$ cat src/rtl/mem_port_arbiter.sv
// Arbitrates a fetch port and a load/store port onto one memory port.
// At most one read is outstanding; stores complete on grant.
module mem_port_arbiter #(
  parameter int unsigned MAX_WAIT = 4
) (
  input  logic        clk,
  input  logic        reset,
  input  logic        i_req,
  input  logic [31:0] i_addr,
  output logic        i_gnt,
  output logic        i_rvalid,
  output logic [31:0] i_rdata,
  input  logic        d_req,
  input  logic        d_we,
  input  logic [31:0] d_addr,
  input  logic [31:0] d_wdata,
  input  logic [3:0]  d_be,
  output logic        d_gnt,
  output logic        d_rvalid,
  output logic [31:0] d_rdata,
  output logic        m_req,
  output logic        m_we,
  output logic [31:0] m_addr,
  output logic [31:0] m_wdata,
  output logic [3:0]  m_be,
  input  logic        m_gnt,
  input  logic        m_rvalid,
  input  logic [31:0] m_rdata,
  output logic        busy,
  output logic        owner
);

  typedef enum logic [1:0] {IDLE, WAIT_I, WAIT_D} state_t;

  localparam logic [3:0] MAX_WAIT_C = 4'(MAX_WAIT);

  state_t     state, state_nxt;
  logic [3:0] starve_cnt, starve_nxt;
  logic       owner_q, owner_nxt;
  logic       fetch_win, data_win;

  always_ff @(posedge clk or posedge reset) begin
    if (reset) begin
      state      <= IDLE;
      starve_cnt <= 4'd0;
      owner_q    <= 1'b0;
    end else begin
      state      <= state_nxt;
      starve_cnt <= starve_nxt;
      owner_q    <= owner_nxt;
    end
  end

  always_comb begin
    state_nxt  = state;
    starve_nxt = starve_cnt;
    owner_nxt  = owner_q;
    fetch_win  = 1'b0;
    data_win   = 1'b0;
    i_gnt      = 1'b0;
    d_gnt      = 1'b0;
    i_rvalid   = 1'b0;
    i_rdata    = 32'd0;
    d_rvalid   = 1'b0;
    d_rdata    = 32'd0;
    m_req      = 1'b0;
    m_we       = 1'b0;
    m_addr     = 32'd0;
    m_wdata    = 32'd0;
    m_be       = 4'd0;

    // Combinational outputs are gated so nothing leaks while reset is held.
    if (!reset) begin
      case (state)
        IDLE: begin
          fetch_win = i_req && (!d_req || starve_cnt == MAX_WAIT_C);
          data_win  = d_req && !fetch_win;
          if (fetch_win) begin
            m_req  = 1'b1;
            m_addr = i_addr;
            m_be   = 4'hf;
            i_gnt  = m_gnt;
          end else if (data_win) begin
            m_req   = 1'b1;
            m_we    = d_we;
            m_addr  = d_addr;
            m_wdata = d_wdata;
            m_be    = d_be;
            d_gnt   = m_gnt;
          end
          if (i_gnt) begin
            state_nxt = WAIT_I;
            owner_nxt = 1'b0;
          end else if (d_gnt) begin
            state_nxt = d_we ? IDLE : WAIT_D;
            owner_nxt = 1'b1;
          end
        end
        WAIT_I: begin
          if (m_rvalid) begin
            i_rvalid  = 1'b1;
            i_rdata   = m_rdata;
            state_nxt = IDLE;
          end
        end
        WAIT_D: begin
          if (m_rvalid) begin
            d_rvalid  = 1'b1;
            d_rdata   = m_rdata;
            state_nxt = IDLE;
          end
        end
        default: state_nxt = IDLE;
      endcase

      // Starvation count only advances on IDLE cycles where fetch loses.
      if (!i_req || i_gnt)
        starve_nxt = 4'd0;
      else if (state == IDLE && starve_cnt < MAX_WAIT_C)
        starve_nxt = starve_cnt + 4'd1;
    end
  end

  assign busy  = (state == WAIT_I) || (state == WAIT_D);
  assign owner = owner_q;

endmodule
$ cat config.mk
export PLATFORM = sky130hd
export DESIGN_NAME = mem_port_arbiter
export DESIGN_NICKNAME = d
export VERILOG_FILES = /design/src/rtl/mem_port_arbiter.sv
export SDC_FILE = /design/constraint.sdc
export NUM_CORES = 1
export LEC_CHECK = 0
export ABC_CLOCK_PERIOD_IN_PS = 4900
export CORE_AREA = 10 10 101 103
export CTS_CLUSTER_SIZE = 24
export DETAILED_ROUTE_END_ITERATION = 10
export DIE_AREA = 0 0 111 113
export GPL_ROUTABILITY_DRIVEN = 0
export HOLD_SLACK_MARGIN = 0.05
export PLACE_DENSITY = 0.82
export SLEW_MARGIN = 10
export SYNTH_ARGS = -nofsm -noshare
export SYNTH_HDL_FRONTEND = slang
export SYNTH_SLANG_ARGS = --single-unit
$ cat constraint.sdc
create_clock -name clk -period 4.9 [get_ports clk]
set_input_delay 0.98 -clock clk [delete_from_list [all_inputs] [get_ports clk]]
set_output_delay 0.98 -clock clk [all_outputs]
set_load 0.05 [all_outputs]
==> results of run 1 <==
==> registers in the layout (all words and copies together), names as in the netlist <==
name	flops
state	2
owner	1
starve_cnt	4
==> synth_stat cells (all sizes together) <==
| library cell | number | share of area [%] |
|---|---|---|
| a22o | 32 | 18 |
| o21ai | 3 | 0.97 |
| and3b | 1 | 0.57 |
| nand2b | 1 | 0.41 |
| inv | 9 | 2.2 |
| o32ai | 1 | 0.57 |
| or3 | 1 | 0.73 |
| nor2 | 5 | 1.2 |
| a311oi | 1 | 0.57 |
| nor4b | 1 | 0.57 |
| a211oi | 2 | 2.1 |
| mux2 | 1 | 0.73 |
| o22ai | 3 | 1.2 |
| or3b | 1 | 0.57 |
| nand2 | 5 | 1.2 |
| dfrtp | 7 | 11 |
| a2111o | 1 | 0.73 |
| and2 | 97 | 39 |
| buf | 12 | 5.5 |
| nor2b | 1 | 0.41 |
| a21boi | 1 | 0.49 |
| mux2i | 1 | 0.65 |
| and3 | 2 | 0.81 |
| clkbuf | 6 | 1.5 |
| a31oi | 1 | 0.41 |
| ha | 5 | 4.1 |
| nand3b | 1 | 0.49 |
| a21oi | 6 | 1.9 |
| a221oi | 1 | 0.57 |
==> logic make-up after synthesis <==
group	after synthesis	share of synthesized area, %
multiplexers	2	1.38
adder cells (fa/ha/maj)	5	4.06
AND/OR/NAND/NOR	116	46.3
AO/OA/AOI/OAI	52	27.7
flip-flops	7	11.4
buffers and inverters	27	9.16
==> worst min-delay path by stage <==
| stage | depth (start not counted) | endpoint | from | slack [ns] |
|---|---|---|---|---|
| after global placement | 1 | owner$_DFFE_PP0P_ | owner$_DFFE_PP0P_ | 0.51 |
| after CTS | 1 | owner$_DFFE_PP0P_ | owner$_DFFE_PP0P_ | 0.52 |
| after global routing | 1 | owner$_DFFE_PP0P_ | owner$_DFFE_PP0P_ | 0.55 |
| after floorplan | 1 | starve_cnt[3]$_DFFE_PP0P_ | starve_cnt[3]$_DFFE_PP0P_ | 0.51 |
| final | 1 | owner$_DFFE_PP0P_ | owner$_DFFE_PP0P_ | 0.51 |
| after detailed placement | 1 | owner$_DFFE_PP0P_ | owner$_DFFE_PP0P_ | 0.51 |
==> worst max-delay path, cell delays in order <==
cell	delay (ns)
clkdlybuf4s50_1	0.50
nand2b_1	0.37
or3_4	0.46
nor2_1	0.10
clkdlybuf4s50_1	0.87
==> routing by layer <==
layer  GRT usage (%)  wire (um)
met5               0          0
met4            3.65        218
met3            5.76        935
met2            36.1       6920
met1            17.1       4210
==> per-stage QoR <==
step                      setup slack [ns]  instances  hold WS [ns]
after floorplan                       1.37        209         0.507
after detailed placement             0.622        578         0.507
after CTS                            0.624        582         0.515
after global placement               0.666        578         0.512
after global routing                 0.492        582         0.548
final                                0.634        582         0.506
==> final cells by class <==
type	instances	area, um^2
inverter	9	33.8
clock buffer	4	45.0
sequential	7	175
multi-input combinational	175	1230
tap	105	131
timing repair buffer	282	3440
fill	645	3080
==> power by group through the flow <==
stage | Clock [mW] | Combinational [mW] | Sequential (mW)
2_1_floorplan | 0 | 0.774 | 0.104
3_3_place_gp | 0 | 1.43 | 0.0916
3_5_place_dp | 0 | 1.45 | 0.0933
4_1_cts | 0.0844 | 1.45 | 0.0926
5_1_grt | 0.0861 | 1.50 | 0.0951
6_report | 0.0811 | 1.44 | 0.0921
==> results.md, run 1 <==
* Worst EP required at just under 4 ns
* # DRC at 0
* Area delta synth->final at 228%
* Clk_lat worst skew at 0.23 ns
* Vias per cell at roughly 4.4
* RR Endpoint: owner$_DFFE_PP0P_
* Total number of vias at approximately 2600
* # hold bufs at CTS at 0
* Slew Limit Fails at 0
* Max FO, Critical Path at 9
* Netlist cell types at 33
* Clk slew on worst S/H paths at roughly 0.040 ns
* RSZ-0062 raised after global routing: false
* Post-route minimum period at 4.27 ns
* Synth Cell Area at 0.00154 mm^2
* Maximum VDD drop at 0.177 mV
* Syn_nets at about 350
* DP Area at 0.00501 mm^2
* Worst Reg-to-Reg Cells at 5
* FP Rows at 33
* Switch share at a little over half
* Total grt overflow at 0
* TritonCTS clock tree: built
* R2r setup slk at ~3 ns
* Initial Util at about a fifth
* Max Cap Viol at 0
* Syn_area_per_cell at between 7 and 8 um^2
* Crit Path Class: in2out
* Largest net degree at the start of global routing at 60
* Worst EP arrival at between 3 and 4 ns
* Share of layout cells above drive strength 1 at about 16%
* Combinational share of power at 89.3%
* Critical Path Start Type: input port
* Launch point of the worst path: reset
* Ant diodes at 0
* Max_slew headroom at 61.1%
* Final Instance Area at slightly above 0.005 mm^2
* Synth Register Bits at 7
* Setup_tns at 0 ns
* Worst-margin pin slew at about 0.58 ns
* Warnings from Yosys at 0
* Most frequent cells in the layout: clkdlybuf4s50_1, and2_1, buf_12, a22o_1, inv_1
* HPWL Detailed at about 11000 um
* Htree depth at 1
* Final critical-path share of the clock period at 87.1%
* Root Driver: clkbuf_8
* Sw power at roughly 0.85 mW
* First-pass GRT wire length at approximately 18000 um
* Vias in the first global route at 2762
* Tightest Hold Check Type: reg2reg
* Final-report hold violation count at 0
* Routed WL at 12300 um
* Most common cell after layout, fill and taps aside: clkdlybuf4s50_1
* Post-CTS Setup Inserts at 0
* Leakage power at just over 2 nW
* Wire length per cell at approximately 21 um
* Final Util at 62.2%
* Internal cell power at approximately 0.76 mW
* Tot Pwr at roughly 1.6 mW
* Port-buffer cells at between 200 and 300
* Width of the die at 111 um
* Total track usage at between 15 and 20%
* CTS buffer count at 3
* Final clock skew at 0.00215 ns
* CTS resizes at 0
* CTS Sinks at 7
* Critical Path Sink Type: output pin
* Worst-case clock buffer depth at 2
* DRT antenna net count at 0
* Die footprint at 0.0125 mm^2
* DR pass1 iterations at 4
* DR iter-0 viols at 64
* CP Capture Point: i_gnt
* Sequential power share at under 10%
* Antenna violations before repair at 0
* Sequential share of the synthesized area at between 10% and 20%
* Nets at around 620
* Pwr Density at approximately 320 mW/mm^2
* Mapped Cells at ~210
* Clock power share at about 5.0%
* Reg2Reg Launch Point: state[0]$_DFFE_PP0P_
* Highest clock rate at between 200 and 250 MHz
* Core box area at about 0.0081 mm^2
* # IOs at between 200 and 300
* Outcome: finished clean
* Die Y at between 100 and 150 um
* Final setup viols at 0
Power figures use the tool's default switching activity.
==> run 2: changes to the inputs <==
Settings changed: ABC_CLOCK_PERIOD_IN_PS 4900 to default, CTS_CLUSTER_DIAMETER from default to 200.
==> results of run 2 <==
No change in the layout: final DEF, timing and power equal those of run 1.
